--- src/rtl/clk_div_pkg.sv ---
// Shared constants and helpers for the multi-channel clock divider.
package clk_div_pkg;

   localparam int DIV_DEFAULT = 8;
   localparam int DIV_HALT    = 0;

   // What a channel does on the coming edge, in priority order below reset.
   typedef enum logic [1:0] {
      CH_SYNC,
      CH_HALT,
      CH_HOLD,
      CH_RUN
   } ch_mode_e;

   // Divided clock is high once the next count reaches N>>1; odd N gets the longer high half.
   function automatic logic duty_hi(input logic [31:0] cnt_nx, input logic [31:0] n);
      return cnt_nx >= (n >> 1);
   endfunction

endpackage

--- src/rtl/clk_div_multi_if.sv ---
// Control and strobe bundle between a controller and the divider bank.
interface clk_div_multi_if #(
   parameter int NUM_CH = 2,
   parameter int WIDTH  = 8
);
   logic [NUM_CH-1:0]       en;
   logic                    sync;
   logic [NUM_CH-1:0]       div_we;
   logic [NUM_CH*WIDTH-1:0] div_in;
   logic [NUM_CH-1:0]       div_pend;
   logic [NUM_CH-1:0]       clk_o;
   logic [NUM_CH-1:0]       tick_o;

   modport master (
      output en, sync, div_we, div_in,
      input  div_pend, clk_o, tick_o
   );

   modport slave (
      input  en, sync, div_we, div_in,
      output div_pend, clk_o, tick_o
   );
endinterface

--- src/rtl/clk_div_ch.sv ---
// One divider channel: counter, active/shadow divisor pair and registered level/tick outputs.
module clk_div_ch
   import clk_div_pkg::*;
#(
   parameter int WIDTH   = 8,
   parameter int RST_DIV = DIV_DEFAULT
) (
   input  logic             clk,
   input  logic             rst,
   input  logic             en,
   input  logic             sync,
   input  logic             we,
   input  logic [WIDTH-1:0] din,
   output logic             pend,
   output logic             clk_o,
   output logic             tick_o
);

   logic [WIDTH-1:0] cnt;
   logic [WIDTH-1:0] n;
   logic [WIDTH-1:0] s;
   logic [WIDTH-1:0] cnt_nx;
   logic             at_end;
   logic             wrap;
   ch_mode_e         mode;

   assign at_end = (cnt == n - WIDTH'(1));
   assign cnt_nx = at_end ? '0 : cnt + WIDTH'(1);
   assign wrap   = (mode == CH_RUN) && at_end;

   always_comb begin
      mode = CH_RUN;
      if (sync)
         mode = CH_SYNC;
      else if (n == WIDTH'(DIV_HALT))
         mode = CH_HALT;
      else if (!en)
         mode = CH_HOLD;
   end

   always_ff @(posedge clk or posedge rst) begin
      if (rst) begin
         cnt    <= '0;
         n      <= WIDTH'(RST_DIV);
         s      <= WIDTH'(RST_DIV);
         pend   <= 1'b0;
         clk_o  <= 1'b0;
         tick_o <= 1'b0;
      end else begin
         case (mode)
            CH_SYNC: begin
               cnt    <= '0;
               clk_o  <= 1'b0;
               tick_o <= 1'b0;
               pend   <= 1'b0;
               if (we) begin
                  n <= din;
                  s <= din;
               end else if (pend) begin
                  n <= s;
               end
            end
            CH_HALT: begin
               // A halted channel has no period to finish, so a pending divisor lands next edge.
               cnt    <= '0;
               clk_o  <= 1'b0;
               tick_o <= 1'b0;
               if (we) begin
                  s    <= din;
                  pend <= 1'b1;
               end else if (pend) begin
                  n    <= s;
                  pend <= 1'b0;
               end
            end
            default: begin
               // Divisor changes only at the wrap so the running period is never cut short.
               if (wrap && we) begin
                  n    <= din;
                  s    <= din;
                  pend <= 1'b0;
               end else if (wrap && pend) begin
                  n    <= s;
                  pend <= 1'b0;
               end else if (we) begin
                  s    <= din;
                  pend <= 1'b1;
               end

               if (mode == CH_RUN) begin
                  cnt    <= cnt_nx;
                  tick_o <= at_end;
                  clk_o  <= duty_hi(32'(cnt_nx), 32'(n));
               end else begin
                  tick_o <= 1'b0;
               end
            end
         endcase
      end
   end

endmodule

--- src/rtl/clk_div_multi.sv ---
// Bank of independent programmable clock dividers sharing one phase-align strobe.
module clk_div_multi
   import clk_div_pkg::*;
#(
   parameter int NUM_CH  = 2,
   parameter int WIDTH   = 8,
   parameter int RST_DIV = DIV_DEFAULT
) (
   input  logic                  clk,
   input  logic                  rst,
   clk_div_multi_if.slave        bus
);

   logic [NUM_CH-1:0]       en;
   logic [NUM_CH-1:0]       we;
   logic [NUM_CH*WIDTH-1:0] din;
   logic                    sync;
   logic [NUM_CH-1:0]       pend;
   logic [NUM_CH-1:0]       clk_lvl;
   logic [NUM_CH-1:0]       tick;

   assign en   = bus.en;
   assign we   = bus.div_we;
   assign din  = bus.div_in;
   assign sync = bus.sync;

   assign bus.div_pend = pend;
   assign bus.clk_o    = clk_lvl;
   assign bus.tick_o   = tick;

   generate
      for (genvar i = 0; i < NUM_CH; i++) begin : g_ch
         clk_div_ch #(
            .WIDTH   (WIDTH),
            .RST_DIV (RST_DIV)
         ) u_ch (
            .clk    (clk),
            .rst    (rst),
            .en     (en[i]),
            .sync   (sync),
            .we     (we[i]),
            .din    (din[i*WIDTH +: WIDTH]),
            .pend   (pend[i]),
            .clk_o  (clk_lvl[i]),
            .tick_o (tick[i])
         );
      end
   endgenerate

endmodule

--- src/flat_wrapper.sv ---
// flat-port wrapper written by rule: the top's interface ports become plain ports
module clk_div_multi_flat import clk_div_pkg::*;
#(
   parameter int NUM_CH  = 2,
   parameter int WIDTH   = 8,
   parameter int RST_DIV = DIV_DEFAULT
)
  (clk, rst, bus_en, bus_sync, bus_div_we, bus_div_in, bus_div_pend, bus_clk_o, bus_tick_o);
  clk_div_multi_if #(.NUM_CH(NUM_CH), .WIDTH(WIDTH)) bus_i ();
  input  logic clk;
  input  logic rst;
  input wire logic [$bits(bus_i.en)-1:0] bus_en;
  input wire logic [$bits(bus_i.sync)-1:0] bus_sync;
  input wire logic [$bits(bus_i.div_we)-1:0] bus_div_we;
  input wire logic [$bits(bus_i.div_in)-1:0] bus_div_in;
  output wire logic [$bits(bus_i.div_pend)-1:0] bus_div_pend;
  output wire logic [$bits(bus_i.clk_o)-1:0] bus_clk_o;
  output wire logic [$bits(bus_i.tick_o)-1:0] bus_tick_o;
  assign bus_i.en = bus_en;
  assign bus_i.sync = bus_sync;
  assign bus_i.div_we = bus_div_we;
  assign bus_i.div_in = bus_div_in;
  assign bus_div_pend = bus_i.div_pend;
  assign bus_clk_o = bus_i.clk_o;
  assign bus_tick_o = bus_i.tick_o;
  clk_div_multi #(.NUM_CH(NUM_CH), .WIDTH(WIDTH), .RST_DIV(RST_DIV)) u_core (.clk(clk), .rst(rst), .bus(bus_i));
endmodule
--- config.mk ---
export PLATFORM = sky130hd
export DESIGN_NAME = clk_div_multi_flat
export DESIGN_NICKNAME = d
export VERILOG_FILES = /design/src/rtl/clk_div_pkg.sv /design/src/rtl/clk_div_multi_if.sv /design/src/rtl/clk_div_ch.sv /design/src/rtl/clk_div_multi.sv /design/src/flat_wrapper.sv
export SDC_FILE = /design/constraint.sdc
export NUM_CORES = 1
export LEC_CHECK = 0
export CAP_MARGIN = 20
export CORE_UTILIZATION = 50
export DETAILED_ROUTE_END_ITERATION = 7
export GPL_ROUTABILITY_DRIVEN = 0
export HOLD_SLACK_MARGIN = 0.12
export PLACE_DENSITY_LB_ADDON = 0.3
export SETUP_SLACK_MARGIN = 0.3
export SYNTH_ARGS = -nofsm -noshare
export SYNTH_HDL_FRONTEND = slang
export SYNTH_SLANG_ARGS = --single-unit
--- constraint.sdc ---
create_clock -name clk -period 3.2 [get_ports clk]
set_input_delay 0.32 -clock clk [delete_from_list [all_inputs] [get_ports clk]]
set_output_delay 0.32 -clock clk [all_outputs]
set_load 0.005 [all_outputs]
# Word level (Yosys, flattened, before mapping)
# Index checks and enable logic that the tools add are counted.
[classes]
n_eq_ne = 10
mux = 50
add_sub_neg = 4
order_cmp = 2
reduce_logical = 20
[op_table]
columns = ["operator", "n"]
rows = [
  ["$mux W8", 24],
  ["$pmux W8 S2", 2],
  ["$mux W1", 18],
  ["$add A8 B1 Y8 const B", 2],
  ["$eq A8 B8 Y1", 2],
  ["$ge A8 B7 Y1", 2],
  ["$logic_not A8 Y1", 2],
  ["$sub A8 B1 Y8 const B", 2],
  ["$reduce_bool A5 Y1", 2],
  ["$mux W2", 4],
  ["$reduce_bool A4 Y1", 2],
  ["$logic_and A1 B1 Y1", 6],
  ["$ne A3 B3 Y1 const B", 2],
  ["$eq A2 B1 Y1 const B", 2],
  ["$eq A2 B2 Y1 const B", 2],
  ["$logic_not A2 Y1", 2],
  ["$ne A2 B2 Y1 const B", 2],
  ["$pmux W1 S2", 2],
  ["$reduce_and A2 Y1", 2],
  ["$reduce_bool A2 Y1", 2],
  ["$reduce_or A2 Y1", 2],
]
[word_totals]
reg_bits = 54
elab_cells = 98
in_bits = 23

# Longest topological paths before layout
[depth]
word_depth = 9
ltp_mapped = 18
ltp_nobuf = 16

# By module
# Synthesis repeated with hierarchy kept, for this count alone.
[unflattened]
cells_unflattened = 493
hier_area_um2 = 4324.1
[modules_own_cells]
columns = ["module", "instances", "area_each_um2", "cells_per_inst"]
rows = [
  ["clk_div_ch at u_core.g_ch[0].u_ch", 1, 2187.1, 258],
  ["clk_div_ch at u_core.g_ch[1].u_ch", 1, 2137.0, 235],
]

# Worst setup path after synthesis
# OpenSTA, ideal clock, no wires.
[synth_timing]
kind = "reg-to-reg"
start = "register u_core.g_ch[1].u_ch.n[0]"
end = "register u_core.g_ch[1].u_ch.clk_o"
setup_ps = 123
setup_slack_ps = -296
path_stages_with_launch = 18
required_ps = 3077
arrival_time_ps = 3372
cell_sequence = "dfrtp_1 -> inv_1 -> ha_1 -> buf_2 -> nand2b_1 -> o211a_1 -> o31a_1 -> nor4_4 -> nand2_1 -> clkbuf_1 -> and2_1 -> ha_1 -> a21o_1 -> a21o_1 -> a21o_1 -> a21o_1 -> a31oi_1 -> a21oi_1"
[synth_between]
elab_chain_len = 6
word_cells_on_any_way = 14
classes_between = "add/sub: 1; order compare: 1; eq/ne: 3; mux: 5; reduce/logical: 4"
[synth_lines]
columns = ["item", "line_no", "text"]
rows = [
  ["start, declared", "clk_div_ch.sv:20", "logic [WIDTH-1:0] n;"],
  ["start signal, assigned", "clk_div_ch.sv:44", "n <= WIDTH'(RST_DIV);"],
  ["start signal, assigned", "clk_div_ch.sv:57", "n <= din;"],
  ["start signal, assigned", "clk_div_ch.sv:60", "n <= s;"],
  ["$sub A8 B1 Y8 or $logic_not A8 Y1 (tied branches)", "clk_div_ch.sv:27, clk_div_ch.sv:35", ""],
  ["$eq A8 B8 Y1 or $mux W2 (tied branches)", "clk_div_ch.sv:27, clk_div_ch.sv:35", ""],
  ["$mux W8 or $mux W2 (tied branches)", "clk_div_ch.sv:28, clk_div_ch.sv:33", ""],
  ["$ge A8 B7 Y1 (tied with other cells)", "clk_div_pkg.sv:17", "return cnt_nx >= (n >> 1);"],
  ["$mux W1 or $reduce_or A2 Y1 (tied branches)", "--", ""],
  ["$mux W1 or $reduce_bool A2 Y1 (tied branches)", "--", ""],
  ["end signal, assigned", "clk_div_ch.sv:93", "clk_o <= duty_hi(32'(cnt_nx), 32'(n));"],
  ["end, declared", "clk_div_ch.sv:15", "output logic clk_o,"],
]
# Several ways; a longest one is shown, not always the timed one. The select of a mux whose other input is x is not followed.
# A chain may end at the register's enable or synchronous reset.

# Final worst setup path
[layout_timing]
start = "register u_core.g_ch[0].u_ch.n[0]"
end = "register u_core.g_ch[0].u_ch.clk_o"
[layout_between]
elab_chain_len = 6
word_cells_on_any_way = 14
classes_between = "add/sub: 1; order compare: 1; eq/ne: 3; mux: 5; reduce/logical: 4"
[layout_lines]
columns = ["item", "line_no"]
rows = [
  ["start, declared", "clk_div_ch.sv:20"],
  ["start signal, assigned", "clk_div_ch.sv:44"],
  ["start signal, assigned", "clk_div_ch.sv:57"],
  ["start signal, assigned", "clk_div_ch.sv:60"],
  ["$sub A8 B1 Y8 or $logic_not A8 Y1 (tied branches)", "clk_div_ch.sv:27, clk_div_ch.sv:35"],
  ["$eq A8 B8 Y1 or $mux W2 (tied branches)", "clk_div_ch.sv:27, clk_div_ch.sv:35"],
  ["$mux W8 or $mux W2 (tied branches)", "clk_div_ch.sv:28, clk_div_ch.sv:33"],
  ["$ge A8 B7 Y1 (tied with other cells)", "clk_div_pkg.sv:17"],
  ["$mux W1 or $reduce_or A2 Y1 (tied branches)", "--"],
  ["$mux W1 or $reduce_bool A2 Y1 (tied branches)", "--"],
  ["end signal, assigned", "clk_div_ch.sv:93"],
  ["end, declared", "clk_div_ch.sv:15"],
]
# Several ways; a longest one is shown, not always the timed one. The select of a mux whose other input is x is not followed.

==> summary.md <==
| Metric | Value |
|---|---|
| CTS Buf Count | 5 |
| Pwr per Cell Area | 402 mW/mm^2 |
| Crit path time final | 2.92 ns |
| Max-slew headroom at the worst pin | 0.531 |
| Most common cell after layout, fill and taps aside | dfrtp_1 |
| Clock buffer depth | 2 |
| CP dominant cell by count | a21oi_2 |
| Synth async-reset ratio | 1.00 |
| Synth warn | 0 |
| Critical Path AT | 3.13 ns |
| GRT Residual Overflow | 0 |
| Num rows | 31 |
| Crit share post-route | 0.913 |
| Final ANT Viol Nets | 0 |
| Hold Vio Cnt, Final | 0 |
| Die Y | 90.1 um |
| Worst hold margin | 0.398 ns |
| Sequential cell area fraction in the yosys report | 0.350 |
| Fillers | 600 |
| H-tree lvl count | 2 |
| Pleak | 2.04 nW |
| Root Buffer | clkbuf_8 |
| Setup TNS | 0 ns |
| Peak supply drop | 212 uV |
| Worst Max-Slew Pin Slew | 0.701 ns |
| Status | finished, final reports clean |
| Die X | 90.1 um |
| Area Growth Syn to Fin | 17.3% |
| Vias in the first global route | 3,150 |
| Cell area after synthesis | 0.00388 mm^2 |
| Skew-Pair Late Insertion Delay | 0.31 ns |
| # port buffers | 28 |
| Largest fanout on the critical path | 7 |
| Vias per std cell | 5.72 |
| Worst Path Required | 3.40 ns |
| Clk_skew | 0.00885 ns |
| Clock slew at reported path FFs | 0.10 ns |
| Share of cells above drive strength 1 | 0.164 |
| RSZ-0062 raised after global routing | yes |
| # diodes | 0 |
| Number of synthesized flops with an enable pin | 0 |
| Slowest stage cell, crit path | or4_4 |
| Commonest non-fill, non-tap cells in the layout | dfrtp_1 (47), nand2_1 (37), nor2_1 (35) |
| Initial antenna violation count | 0 |
| WL final | 9.06 mm |
| Flops & latches, synth | 54 |
| CP peak stage delay | 0.55 ns |
| Starting Density | 0.526 |
| Pre-antenna DRT Iters | 5 |
| # Max-Cap Violations | 0 |
| Synth Net Count | 489 |
| Fin util | 0.618 |
| Sink Count | 54 |
| Total GRT Usage | 0.233 |
| Synthesized instance count | 448 |
| Fin nets | 517 |
| Hold Path Class | input port to async pin |
| Max Fclk | 342 MHz |
| Crit start category | flip-flop |
| Initial DRC Count | 230 |
| IO Count | 29 |
| DIE AREA | 0.00812 mm^2 |
| CP cell instances | inv_2, ha_4, xnor2_2, or4_4, nor4_4, buf_4, buf_6, nor2_1, ha_1, a21oi_2, nor2b_1, o21ai_1, a21o_1, a21oi_2 |
| DRC errors left | 0 |
| Core ar. | 0.00737 mm^2 |
| Crit Path Class | flip-flop to flip-flop |
| Commonest register cell after synthesis | dfrtp_1 |
| Worst Setup End Kind | flip-flop |
| Largest net degree at the start of global routing | 32 |
| Via Count | 3,297 |
| Dpl hpwl | 6.29 mm |
| First-pass GRT wire length | 15.4 mm |
| Final Setup Violations | 0 |
| Routed len/inst | 15.7 um |
| Unique masters post-synth | 52 |
| CTS tree | built |
| Mean post-synth cell area | 8.66 um^2 |
| Final Max Slew Viols | 0 |
## kinds of logic (layout without fill, tap and decap cells)
family,after synthesis,in the layout,synth area share
adder cells (fa/ha/maj),18,18,0.0580
AO/OA/AOI/OAI,108,108,0.181
AND/OR/NAND/NOR,149,149,0.197
XOR/XNOR,30,30,0.0677
multiplexers,28,28,0.0755
flip-flops,54,54,0.350
buffers and inverters,61,90,0.0713
## Yosys cell counts (3+ instances only)
master | instances | area (um^2)
o21a_1 | 6 | 45.0
xor2_1 | 15 | 131
mux2_2 | 10 | 113
nand2b_1 | 6 | 37.5
a31oi_1 | 5 | 31.3
nor3_1 | 6 | 30.0
inv_1 | 30 | 113
and2_1 | 14 | 87.6
clkbuf_1 | 17 | 63.8
ha_1 | 18 | 225
o31ai_1 | 4 | 30.0
mux2i_1 | 18 | 180
o32a_1 | 8 | 80.1
a21oi_1 | 21 | 105
buf_2 | 4 | 20.0
buf_4 | 7 | 52.6
nor2_1 | 37 | 139
and3_1 | 9 | 56.3
nand2_1 | 38 | 143
xnor2_1 | 15 | 131
dfstp_2 | 4 | 105
o21ai_0 | 35 | 175
o22ai_1 | 3 | 18.8
nand3_1 | 16 | 80.1
nor3b_1 | 3 | 22.5
a21o_1 | 7 | 52.6
nor2b_1 | 9 | 56.3
dfrtp_1 | 50 | 1250
## final cells by class
cell class / count / area (um^2) / area share
inverter: 31 / 116 / 0.0256
clock buffer: 6 / 72.6 / 0.0159
timing repair buffer: 51 / 457 / 0.100
clock inverter: 2 / 37.5 / 0.00824
sequential: 54 / 1360 / 0.299
tap: 99 / 124 / 0.0272
multi-input combinational: 333 / 2390 / 0.524
## final timing paths
check	start	end	slack, ns	cells past startpoint
worst min-delay path	rst	async pin	0.40	2
worst min register to register	flip-flop	flip-flop	0.51	2
min in group clk	flip-flop	flip-flop	0.51	2
worst max register to register	u_core.g_ch[0].u_ch.n[0]	u_core.g_ch[0].u_ch.clk_o	0.28	14
max in group asynchronous	rst	async pin	1.98	3
worst max-delay path	u_core.g_ch[0].u_ch.n[0]	u_core.g_ch[0].u_ch.clk_o	0.28	14
## where the power goes
group / internal (W) / switching (W)
Clock: 0.000234 / 0.000241
Sequential: 0.000747 / 0.0000846
Combinational: 0.000257 / 0.000267
Total: 0.00124 / 0.000592
## worst max-delay path, delay by kind of cell (launching register included)
| kind | cells | cell delay, ns |
|---|---|---|
| adder cells (fa/ha/maj) | 2 | 0.49 |
| AO/OA/AOI/OAI | 4 | 0.45 |
| AND/OR/NAND/NOR | 4 | 0.90 |
| buffers and inverters | 3 | 0.39 |
| flip-flops | 1 | 0.45 |
| XOR/XNOR | 1 | 0.13 |
## metrics by stage
stage                     power, W  worst slack (ns)  instances  cell area [um^2]
after floorplan            0.00115            0.0737        448              3940
after global placement     0.00125             0.234        557              4250
after detailed placement   0.00128             0.116        557              4250
after CTS                  0.00180             0.273        575              4470
after global routing       0.00193             0.134        576              4550
final                      0.00183             0.277        576              4550
## timing repair
action / in CTS / in global routing
buffers inserted: 10 / 1
resized for setup: 8 / 18
pin swaps: 3 / 10
gates cloned: 0 / 0
hold buffers: 0 / 0
endpoints found under the setup margin: 3 / 5
## per-layer routing
| layer | track usage | vias up | part of all wire |
|---|---|---|---|
| li1 | - | 1618 | - |
| met1 | 0.335 | 1600 | 0.49 |
| met2 | 0.369 | 69 | 0.47 |
| met3 | 0.0296 | 10 | 0.030 |
| met4 | 0.0645 | 0 | 0.011 |
| met5 | 0 | - | 0 |
No activity file was read; power rests on OpenSTA's default activity.
